<file path="src/rtl/dcdl_lock_monitor_if.sv">
// Bundle between the tap controller side and the lock monitor: the thermometer
// word pair, control inputs, and the decoded status the monitor reports back.
interface dcdl_lock_monitor_if #(
    parameter int TW = 16,
    parameter int CW = 5
);
    logic          en;
    logic [TW-1:0] T;
    logic [TW-1:0] Tb;
    logic          clr_err;
    logic [CW-1:0] code;
    logic          code_valid;
    logic          err_comp;
    logic          err_bubble;
    logic          err_seen;
    logic          lock;
    logic          lock_lost;

    modport master (
        output en, T, Tb, clr_err,
        input  code, code_valid, err_comp, err_bubble, err_seen, lock, lock_lost
    );

    modport slave (
        input  en, T, Tb, clr_err,
        output code, code_valid, err_comp, err_bubble, err_seen, lock, lock_lost
    );
endinterface

</file>
<file path="src/rtl/dcdl_lock_monitor.sv">
// Receive-side checker for the delay-line thermometer word: two-stage capture,
// complement/bubble checks with binary decode, and a tolerance-based lock FSM.
module dcdl_lock_monitor #(
    parameter int TW       = 16,
    parameter int CW       = 5,
    parameter int LOCK_CNT = 8,
    parameter int TOL      = 1,
    parameter int MISS_MAX = 2
) (
    input  logic               clk_ext,
    input  logic               rst_n,
    dcdl_lock_monitor_if.slave mon
);

    typedef enum logic [1:0] {IDLE, ACQUIRE, LOCKED} state_t;

    logic [TW-1:0] t_r, tb_r;
    logic [CW-1:0] code_q;
    logic          valid_q, comp_q, bubble_q, seen_q;

    logic          comp_c, bubble_c;
    logic [CW-1:0] ones_c;

    always_comb begin
        comp_c   = (tb_r != ~t_r);
        // A 0 below a 1 anywhere means the word is not a clean thermometer fill.
        bubble_c = |(t_r[TW-1:1] & ~t_r[TW-2:0]);
        ones_c   = '0;
        for (int i = 0; i < TW; i++) ones_c = ones_c + CW'(t_r[i]);
    end

    // NOTE: every register below uses non-blocking assignments so all stages
    // sample their inputs from the same edge regardless of statement order.
    always_ff @(posedge clk_ext or negedge rst_n) begin
        if (!rst_n) begin
            t_r      <= '0;
            tb_r     <= '0;
            code_q   <= '0;
            valid_q  <= 1'b0;
            comp_q   <= 1'b0;
            bubble_q <= 1'b0;
            seen_q   <= 1'b0;
        end else begin
            t_r      <= mon.T;
            tb_r     <= mon.Tb;
            comp_q   <= comp_c;
            bubble_q <= bubble_c;
            valid_q  <= !(comp_c || bubble_c);
            if (!(comp_c || bubble_c)) code_q <= ones_c;
            if (comp_c || bubble_c) seen_q <= 1'b1;
            else if (mon.clr_err)   seen_q <= 1'b0;
        end
    end

    state_t        state_q, state_n;
    logic [CW-1:0] ref_q, ref_n;
    logic [7:0]    cnt_q, cnt_n;
    logic [3:0]    miss_q, miss_n;
    logic          lock_q, lock_n, lost_q, lost_n;

    logic [CW:0]   diff;
    logic          in_tol;

    // Operands are widened by one bit so the subtraction never wraps.
    always_comb begin
        if (code_q >= ref_q) diff = {1'b0, code_q} - {1'b0, ref_q};
        else                 diff = {1'b0, ref_q} - {1'b0, code_q};
        in_tol = valid_q && (diff <= (CW+1)'(TOL));
    end

    // NOTE: every next-state variable gets a default first, so no path through
    // the case statement can leave one unassigned and infer a latch.
    always_comb begin
        state_n = state_q;
        ref_n   = ref_q;
        cnt_n   = cnt_q;
        miss_n  = miss_q;
        lock_n  = lock_q;
        lost_n  = 1'b0;
        if (!mon.en) begin
            state_n = IDLE;
            cnt_n   = '0;
            miss_n  = '0;
            lock_n  = 1'b0;
        end else begin
            case (state_q)
                IDLE: begin
                    cnt_n   = '0;
                    miss_n  = '0;
                    lock_n  = 1'b0;
                    state_n = ACQUIRE;
                end
                ACQUIRE: begin
                    if (!valid_q) begin
                        cnt_n = '0;
                    end else begin
                        if (cnt_q == 8'd0 || !in_tol) begin
                            ref_n = code_q;
                            cnt_n = 8'd1;
                        end else begin
                            cnt_n = cnt_q + 8'd1;
                        end
                        if (cnt_n == 8'(LOCK_CNT)) begin
                            state_n = LOCKED;
                            lock_n  = 1'b1;
                            miss_n  = '0;
                        end
                    end
                end
                LOCKED: begin
                    if (in_tol) begin
                        miss_n = '0;
                    end else begin
                        miss_n = miss_q + 4'd1;
                        if (miss_n == 4'(MISS_MAX)) begin
                            state_n = ACQUIRE;
                            cnt_n   = '0;
                            miss_n  = '0;
                            lock_n  = 1'b0;
                            lost_n  = 1'b1;
                        end
                    end
                end
                default: state_n = IDLE;
            endcase
        end
    end

    always_ff @(posedge clk_ext or negedge rst_n) begin
        if (!rst_n) begin
            state_q <= IDLE;
            ref_q   <= '0;
            cnt_q   <= '0;
            miss_q  <= '0;
            lock_q  <= 1'b0;
            lost_q  <= 1'b0;
        end else begin
            state_q <= state_n;
            ref_q   <= ref_n;
            cnt_q   <= cnt_n;
            miss_q  <= miss_n;
            lock_q  <= lock_n;
            lost_q  <= lost_n;
        end
    end

    assign mon.code       = code_q;
    assign mon.code_valid = valid_q;
    assign mon.err_comp   = comp_q;
    assign mon.err_bubble = bubble_q;
    assign mon.err_seen   = seen_q;
    assign mon.lock       = lock_q;
    assign mon.lock_lost  = lost_q;

endmodule

</file>
<file path="src/flat_wrapper.sv">
// flat-port wrapper written by rule: the top's interface ports become plain ports
module dcdl_lock_monitor_flat 
#(
    parameter int TW       = 16,
    parameter int CW       = 5,
    parameter int LOCK_CNT = 8,
    parameter int TOL      = 1,
    parameter int MISS_MAX = 2
)
  (clk_ext, rst_n, mon_en, mon_T, mon_Tb, mon_clr_err, mon_code, mon_code_valid, mon_err_comp, mon_err_bubble, mon_err_seen, mon_lock, mon_lock_lost);
  dcdl_lock_monitor_if #(.TW(TW), .CW(CW)) mon_i ();
  input  logic clk_ext;
  input  logic rst_n;
  input wire logic [$bits(mon_i.en)-1:0] mon_en;
  input wire logic [$bits(mon_i.T)-1:0] mon_T;
  input wire logic [$bits(mon_i.Tb)-1:0] mon_Tb;
  input wire logic [$bits(mon_i.clr_err)-1:0] mon_clr_err;
  output wire logic [$bits(mon_i.code)-1:0] mon_code;
  output wire logic [$bits(mon_i.code_valid)-1:0] mon_code_valid;
  output wire logic [$bits(mon_i.err_comp)-1:0] mon_err_comp;
  output wire logic [$bits(mon_i.err_bubble)-1:0] mon_err_bubble;
  output wire logic [$bits(mon_i.err_seen)-1:0] mon_err_seen;
  output wire logic [$bits(mon_i.lock)-1:0] mon_lock;
  output wire logic [$bits(mon_i.lock_lost)-1:0] mon_lock_lost;
  assign mon_i.en = mon_en;
  assign mon_i.T = mon_T;
  assign mon_i.Tb = mon_Tb;
  assign mon_i.clr_err = mon_clr_err;
  assign mon_code = mon_i.code;
  assign mon_code_valid = mon_i.code_valid;
  assign mon_err_comp = mon_i.err_comp;
  assign mon_err_bubble = mon_i.err_bubble;
  assign mon_err_seen = mon_i.err_seen;
  assign mon_lock = mon_i.lock;
  assign mon_lock_lost = mon_i.lock_lost;
  dcdl_lock_monitor #(.TW(TW), .CW(CW), .LOCK_CNT(LOCK_CNT), .TOL(TOL), .MISS_MAX(MISS_MAX)) u_core (.clk_ext(clk_ext), .rst_n(rst_n), .mon(mon_i));
endmodule
</file>
<file path="config.mk">
export PLATFORM = sky130hd
export DESIGN_NAME = dcdl_lock_monitor_flat
export DESIGN_NICKNAME = d
export VERILOG_FILES = /design/src/rtl/dcdl_lock_monitor_if.sv /design/src/rtl/dcdl_lock_monitor.sv /design/src/flat_wrapper.sv
export SDC_FILE = /design/constraint.sdc
export NUM_CORES = 1
export LEC_CHECK = 0
export ABC_AREA = 1
export BUFFER_PORTS_ARGS = -buffer_cell sky130_fd_sc_hd__buf_4
export CORE_AREA = 2 2 79 81
export DETAILED_ROUTE_END_ITERATION = 16
export DIE_AREA = 0 0 81 83
export PLACE_DENSITY = 0.84
export SLEW_MARGIN = 20
export SYNTH_ARGS = -nofsm -noshare
export SYNTH_HDL_FRONTEND = slang
export SYNTH_SLANG_ARGS = --single-unit
</file>
<file path="constraint.sdc">
create_clock -name clk_ext -period 10.4 [get_ports clk_ext]
set_input_delay 0.52 -clock clk_ext [delete_from_list [all_inputs] [get_ports clk_ext]]
set_output_delay 0.52 -clock clk_ext [all_outputs]
set_load 0.01 [all_outputs]
</file>
==> impl_metrics.ini, run 1 <==
[setup_path]
critPathMaxStageDelay_ps = 550
r2r_start = u_core.t_r[1]
path_buf_inv = 2
rr_worst_depth = 13
worstPathArrival_ps = 4210
start_kind = flop
r2r_setup_slack_ps = 6400
cpMaxStageDelayCell = fa_1
critPathTopFamily = adder cells
endpoint_kind = flop
crit_required_ps = 10610
r2r_end = u_core.mon.code[4]
cp_common_cell = fa_1
worstSetupPathType = reg -> reg
cp_cell_sequence = ha_1, inv_1, fa_1, fa_1, fa_1, fa_1, inv_1, fa_1, fa_1, nand2_1, nand2_1, nand3_1, o21ai_0
cp_max_fo = 4

[yosys]
ys.flop_type = dfrtp_1
synth_seq_cells = 62
async_flop_share_pct = 100
synthCells = 381
postSynthAreaPerCell_sq_um = 9.05
synth.most_common_cell = nand2_1
syn_nets = 448
synth_edf_count = 0
synth_area_sq_um = 3450
ys_seq_area_share_pct = 45.0
yosys_warnings = 0
ys_types = 33
synthDominantCellAreaShare_pct = 45.0
synth.largest_area_cell = dfrtp_1
synthTopCellsByCount = 79 x nand2_1, 66 x inv_1, 62 x dfrtp_1
netlist_top_cells_area = dfrtp_1 45%, nand2_1 8.6%, inv_1 7.2%

[cts]
clk_pin_slew_worst_paths_ps = 60
htree_num_levels = 3
clock_path_buffers = 2
clk_latency_ps = 340
cts_resized = 0
cts_tree = built
clkSinkCount = 62
numCtsBuffers = 9
holdBufCountCts = 0
root_buffer = clkbuf_8
post_cts.repair.setup_buffers = 0

[grt]
grt_pass1_vias = 2697
grt_overflow = 0
grt_max_degree = 63
antenna_found_initial = 0
grt_usage_pct = 22.4
grt_first_pass_wirelength_mm = 11.7

[timing]
tns_ps = 0
finalSetupViolations = 0
fin_crit_sh_pct = 38.5
max_clock_freq_mhz = 250
whs_ps = 243
slew_violations = 0
rsz0062_at_grt = no
finalWorstSetupSlack_ps = 6400
period_needed_ps = 4000
relSlewSlack_pct = 51.0
hold_viol_final = 0
skew_ps = 10.7
worstMarginPinSlew_ps = 735

[min_path]
hold_path_class = in -> async

[layout]
syn2layout_area_growth_pct = 19.0
fin_nets = 503
fillers = 461
n_antenna_cell = 0
drive_gt1_share_pct = 18.4

[routing]
wl_mm = 6.69
routedWlPerCell_microns = 13.0
drt_pass1_iterations = 4
dr_total_vias = 2682
viasPerCell = 5.20
ant_nets = 0
drt_iter0_drc = 166
drc_errors = 0

[power_and_ir_drop]
power_density_nw_per_um2 = 154
p_leak_uw = 0.00203
power_uw = 633
peakVddDrop_v = 0.000157

[flow_run]
cap_violations = 0

[run_status]
status = completed

[floorplanning]
fp.dieW_microns = 81
die_area_sq_um = 6720
initial_core_util_pct = 59.3
dieHeight_microns = 83
ios = 47
core_area_sq_um = 5820
num_rows = 28

[place]
place_ws_ps = 6400
io_buffers = 46
gp_congestion = 0.867
dp_hpwl_mm = 5.07
==> state kept, by name, indices dropped and copies added (netlist names) <==
signal and count:
u_core.mon.code 5, u_core.mon.err_comp 1, u_core.tb_r 16, u_core.ref_q 5
u_core.mon.err_bubble 1, u_core.mon.lock 1, u_core.cnt_q 8, u_core.mon.lock_lost 1
u_core.state_q 2, u_core.mon.code_valid 1, u_core.mon.err_seen 1, u_core.t_r 16
u_core.miss_q 4
==> metrics by stage <==
| step | utilization [%] | cells | instance area, sq um |
|---|---|---|---|
| floorplan | - | 381 | 3450 |
| global placement | 66.5 | 500 | 3870 |
| detailed placement | 66.5 | 500 | 3870 |
| CTS | 70.5 | 516 | 4100 |
| global route | 70.5 | 516 | 4100 |
| finish | 70.5 | 516 | 4100 |
==> where the power goes <==
| group | total [uW] | switching [uW] | internal [uW] |
|---|---|---|---|
| combinational | 127 | 71.3 | 55.4 |
| sequential | 262 | 8.63 | 254 |
| clock | 244 | 89.5 | 154 |
| total | 633 | 169 | 463 |
==> worst reg2reg max path, cell delays in order, from the launching register on <==
cell	delay (ps)
dfrtp_1	410
ha_1	300
inv_1	50
fa_1	480
fa_1	550
fa_1	440
fa_1	490
inv_1	50
fa_1	400
fa_1	410
nand2_1	70
nand2_1	50
nand3_1	80
o21ai_0	90
==> cells in the final DEF (no fill, tap or decap), types with 10 or more instances in the layout <==
cell      instances
nand4_1          10
xor2_1           18
clkbuf_8         12
nor2_1           24
dfrtp_1          62
nand2_1          79
inv_1            66
fa_1             12
ha_1             19
o21ai_0          18
nand3_1          23
buf_4            46
==> worst max-delay path by stage <==
| stage | from | endpoint | slack (ps) | cells past startpoint |
|---|---|---|---|---|
| after floorplan | u_core.t_r[1] | u_core.mon.code[4] | 6610 | 13 |
| after global placement | u_core.t_r[1] | u_core.mon.code[4] | 6530 | 13 |
| after detailed placement | u_core.t_r[1] | u_core.mon.code[4] | 6400 | 13 |
| after CTS | u_core.t_r[1] | u_core.mon.code[4] | 6400 | 13 |
| after global routing | u_core.t_r[0] | u_core.mon.code[4] | 6220 | 13 |
| final | u_core.t_r[1] | u_core.mon.code[4] | 6400 | 13 |
==> layer usage <==
metal / track usage [%] / vias up / routed length, microns
met5: 0 / - / 0
met4: 9.71 / 0 / 128
met3: 4.35 / 11 / 336
met2: 38.2 / 81 / 3530
met1: 27.2 / 1281 / 2700
li1: - / 1309 / -
==> layout make-up <==
type / count / area, sq um / area share, %
Clock buffer: 13 / 169 / 4.12
Clock inverter: 3 / 65.1 / 1.59
Inverter: 67 / 251 / 6.13
Multi-Input combinational cell: 250 / 1630 / 39.6
Sequential cell: 62 / 1550 / 37.8
Tap cell: 75 / 93.8 / 2.29
Timing Repair Buffer: 46 / 345 / 8.42
==> cell families (layout without fill, tap and decap cells) <==
group,Yosys count,in the layout,synth area share [%]
and+or+nand+nor,164,164,22.4
buffers and inverters,69,129,7.84
DFF,62,62,45.0
AOI/OAI and AO/OA,33,33,5.33
adders and majority gates,31,31,13.9
xor gates and xnor gates,22,22,5.59
No activity file was read; power rests on OpenSTA's default activity.
==> inputs of run 2 (changes only) <==
- CORE_AREA: 2 2 79 81 -> 2 2 85 87
- DIE_AREA: 0 0 81 83 -> 0 0 87 89
- PLACE_DENSITY: 0.84 -> 0.77
- clock period: 10.4 -> 3.4 ns (I/O delays scaled with it)
==> run 2 against run 1 <==
Effect of this change:
- the run now ends with setup timing left
- sequential share of layout area fell by 3.5 points
- global-route usage shrank 1.4 points
- flip-flop and latch count did not move
- design area rose by 10%
- cell count up 9.5%
- first-iteration DRC count decreased by 17%
- clock skew fell by 2.2 ps
- die area increased by 15%
- utilization decreased by 3.3 points
- routed wire length rose by 11%
- largest power group unchanged
==> impl_metrics.ini, run 2 (synthesis results as in run 1) <==
[routing]
ant_nets = 0
drt_iter0_drc = 138
viasPerCell = 4.93
dr_total_vias = 2783
drt_pass1_iterations = 4
routedWlPerCell_microns = 13.1
wl_mm = 7.40
drc_errors = 0

[layout]
ff_latch_area_sq_um = 1550
layout_common_cells = 78 x nand2_1, 65 x inv_1, 62 x dfrtp_1
layout_commonest_cell = nand2_1
n_antenna_cell = 0
syn2layout_area_growth_pct = 31.1
stdcell_area_sq_um = 4520
top_regs = u_core.t_r: 16 flops, u_core.tb_r: 16 flops, u_core.cnt_q: 8 flops
fin_util_pct = 67.3
fillers = 528
fin_cells = 565
fin_nets = 547
drive_gt1_share_pct = 20.2
multi_input_area_sq_um = 1650

[timing]
finalSetupViolations = 4
worstMarginPinSlew_ps = 757
slew_violations = 0
max_clock_freq_mhz = 265
rsz0062_at_grt = yes
tns_ps = -1360
relSlewSlack_pct = 49.5
finalWorstSetupSlack_ps = -378
period_needed_ps = 3780
fin_crit_sh_pct = 111
hold_viol_final = 0
skew_ps = 8.52

[floorplanning]
num_rows = 30
core_area_sq_um = 6720
fp.dieW_microns = 87
initial_core_util_pct = 51.3
dieHeight_microns = 89
ios = 47
die_area_sq_um = 7740

[setup_path]
crit_required_ps = 3660
r2r_setup_slack_ps = -380
endpoint_kind = flop
start_kind = flop
rr_worst_depth = 11
cp_max_fo = 2
r2r_end = u_core.mon.code[1]
worstSetupPathType = reg -> reg
r2r_start = u_core.t_r[0]
worstPathArrival_ps = 4040

[min_path]
hold_path_end = u_core.mon.err_seen
hold_path.startpoint = mon_clr_err
hold_depth = 2
hold_path_class = in -> reg

[cts]
clk_latency_ps = 340
clock_path_buffers = 2
numCtsBuffers = 9
root_buffer = clkbuf_8
clkSinkCount = 62
cts_tree = built
clk_pin_slew_worst_paths_ps = 70
htree_num_levels = 3

[place]
dp_hpwl_mm = 5.28
io_buffers = 46
place_inst = 512
place_area_sq_um = 3930
gp_congestion = 0.864
place_ws_ps = -402

[power_and_ir_drop]
peakVddDrop_v = 0.000313
power_density_nw_per_um2 = 432
p_leak_uw = 0.00221

[grt]
grt_max_degree = 63
grt_pass1_vias = 2815
grt_overflow = 0
grt_usage_pct = 21.0
antenna_found_initial = 0
grt_first_pass_wirelength_mm = 12.5

[flow_run]
cap_violations = 0

[run_status]
status = complete, but fails checks
violations = setup timing
run 2: timing repair:
action,CTS,global route
pin swaps,3,1
setup buffers,2,2
hold buffers,33,0
hold endpoints to repair,94,0
gates resized for setup,3,4
setup endpoints to repair,5,5
run 2: how the worst max path moves through the flow:
| stage | startpoint | depth (start not counted) | slack, ps | endpoint |
|---|---|---|---|---|
| final | u_core.t_r[0] | 11 | -380 | u_core.mon.code[1] |
| after global routing | u_core.t_r[0] | 11 | -500 | u_core.mon.code[1] |
| after CTS | u_core.t_r[0] | 11 | -400 | u_core.mon.code[1] |
| after detailed placement | u_core.t_r[0] | 11 | -400 | u_core.mon.code[1] |
| after global placement | u_core.t_r[0] | 13 | -300 | u_core.mon.code[4] |
| after floorplan | u_core.t_r[0] | 13 | -230 | u_core.mon.code[4] |
run 2: critical path: stages (launching register included):
cell and delay, ps:
dfrtp_1 380, ha_1 300, inv_2 40, fa_1 460, fa_1 510, fa_1 430, fa_1 490, inv_1 50
fa_2 360, fa_2 550, nand2_2 60, o21ai_2 70
run 2: per-layer routing:
metal  up-vias  GRT usage, %  routed length, microns
met5         -             0                       0
met4         0          7.81                     117
met3        13          4.80                     280
met2        57          38.0                    3860
met1      1310          24.3                    3140
li1       1403             -                       -
run 2: stage by stage:
| stage | hold WS, ps | total power [uW] |
|---|---|---|
| finish | 18.7 | 1950 |
| global route | 17.6 | 2080 |
| CTS | 7.04 | 1950 |
| detailed placement | 281 | 1230 |
| global placement | 279 | 1200 |
| floorplan | -126 | 1090 |
run 2: where the power goes:
group          internal (uW)  switching [uW]  leakage (uW)
Clock                    401             275      0.000107
Sequential               776            25.4      0.000773
Combinational            226             250       0.00133
Total                   1400             551       0.00221
run 2: final cells by class:
| class | instances | share of cell area (%) |
|---|---|---|
| Sequential cell | 62 | 34.3 |
| Tap cell | 80 | 2.21 |
| Clock buffer | 14 | 3.82 |
| Clock inverter | 2 | 0.858 |
| Timing Repair Buffer | 90 | 16.8 |
| Multi-Input combinational cell | 250 | 36.5 |
| Inverter | 67 | 5.56 |
==> inputs of run 3 (changes only) <==
- CORE_AREA: 2 2 85 87 -> 2 2 96 98
- DIE_AREA: 0 0 87 89 -> 0 0 98 100
- PLACE_DENSITY: 0.77 -> 0.63
==> run 3 against run 2 <==
Effect of this change:
- the flow still finishes with violations (setup timing)
- die area up 27%
- global-route usage down 5.2 points
- total power down 2.8%
- critical path type unchanged
- largest power group unchanged
- highest routed layer unchanged
==> impl_metrics.ini, run 3 (synthesis results as in run 1) <==
[run_status]
status = complete, but fails checks
violations = setup timing

[cts]
clkSinkCount = 62
numCtsBuffers = 9
clk_latency_ps = 330
root_buffer = clkbuf_8
clk_pin_slew_worst_paths_ps = 70
htree_num_levels = 3
cts_tree = built
clock_path_buffers = 2

[timing]
worstMarginPinSlew_ps = 770
tns_ps = -1400
max_clock_freq_mhz = 266
fin_crit_sh_pct = 111
hold_viol_final = 0
period_needed_ps = 3760
finalWorstSetupSlack_ps = -360
finalSetupViolations = 5
relSlewSlack_pct = 48.7
skew_ps = 8.96
rsz0062_at_grt = yes
slew_violations = 0

[floorplanning]
core_area_sq_um = 8890
ios = 47
fp.dieW_microns = 98
dieHeight_microns = 100
num_rows = 35
initial_core_util_pct = 38.8
die_area_sq_um = 9800

[setup_path]
r2r_setup_slack_ps = -360
cp_cell_sequence = ha_1, inv_2, fa_1, fa_1, fa_1, fa_1, inv_1, fa_2, fa_2, nand2_1, o21ai_2
r2r_start = u_core.t_r[0]
cp_common_cell = fa_1
rr_worst_depth = 11
endpoint_kind = flop
critPathMaxStageDelay_ps = 520
cp_max_fo = 2
start_kind = flop
crit_required_ps = 3660
worstPathArrival_ps = 4020
worstSetupPathType = reg -> reg
cpMaxStageDelayCell = fa_1
r2r_end = u_core.mon.code[1]

[power_and_ir_drop]
power_density_nw_per_um2 = 419
peakVddDrop_v = 0.000284
p_leak_uw = 0.00220
power_uw = 1900

[grt]
grt_pass1_vias = 2765
grt_usage_pct = 15.8
grt_max_degree = 63
antenna_found_initial = 0
grt_overflow = 0
grt_first_pass_wirelength_mm = 12.2

[routing]
drc_errors = 0
drt_iter0_drc = 103
dr_total_vias = 2755
ant_nets = 0
wl_mm = 7.14
viasPerCell = 4.65
routedWlPerCell_microns = 12.0
drt_pass1_iterations = 5

[place]
dp_hpwl_mm = 5.23
io_buffers = 46
place_ws_ps = -392
gp_congestion = 0.862
place_area_sq_um = 3970

[layout]
fin_util_pct = 51.0
layout_common_cells = 79 x nand2_1, 65 x inv_1, 62 x dfrtp_1
layout_commonest_cell = nand2_1
top_regs = u_core.t_r: 16 flops, u_core.tb_r: 16 flops, u_core.cnt_q: 8 flops
syn2layout_area_growth_pct = 31.6
stdcell_area_sq_um = 4540
n_antenna_cell = 0
drive_gt1_share_pct = 19.7
fin_nets = 546

[min_path]
hold_path.startpoint = mon_clr_err
hold_path_end = u_core.mon.err_seen
hold_depth = 2
hold_path_class = in -> reg

[flow_run]
cap_violations = 0
run 3: how the worst max path moves through the flow:
stage | endpoint | slack (ps) | from
5_1_grt | u_core.mon.code[4] | -520 | u_core.t_r[0]
6_report | u_core.mon.code[1] | -360 | u_core.t_r[0]
3_5_place_dp | u_core.mon.code[4] | -390 | u_core.t_r[0]
3_3_place_gp | u_core.mon.code[4] | -320 | u_core.t_r[0]
2_1_floorplan | u_core.mon.code[4] | -230 | u_core.t_r[0]
4_1_cts | u_core.mon.code[4] | -370 | u_core.t_r[0]
run 3: power by group:
part / switching (uW) / total (uW) / internal [uW]
combinational: 239 / 468 / 228
sequential: 24.4 / 801 / 776
clock: 260 / 631 / 371
total: 524 / 1900 / 1380
run 3: metrics by stage:
stage | std cells | hold slack (ps)
after CTS | 592 | 9.55
after global routing | 593 | 15.3
after detailed placement | 543 | 280
final | 593 | 25.6
after floorplan | 381 | -126
after global placement | 543 | 280
run 3: critical path, delay by kind of cell, from the launching register on:
family	cells	cell delay [ps]
AOI/OAI and AO/OA	1	70
adders and majority gates	7	3050
and+or+nand+nor	1	60
DFF	1	390
buffers and inverters	2	110
run 3: routing by layer:
metal / vias to the layer above / global-route usage (%) / wire length [microns]
met1: 1276 / 18.9 / 3210
met2: 70 / 27.0 / 3510
met3: 12 / 4.32 / 281
met4: 0 / 6.62 / 139
li1: 1397 / - / -
met5: - / 0 / 0
run 3: what timing repair did:
action                                 CTS  global route
endpoints found under the hold margin   94             0
hold buffers                            33             0
gates resized for setup                  4             4
setup endpoints to repair                5             5
cloned                                   0             0
pin swaps                                4             4
setup buffers                            2             1
run 3: layout make-up:
cell class / count / area, sq um
well taps: 111 / 139
fillers: 840 / 4350
inverters: 67 / 251
repair buffers: 89 / 754
clock inverters: 1 / 30.0
clock buffers: 13 / 159
multi-input cells: 250 / 1650
flip-flops and latches: 62 / 1550
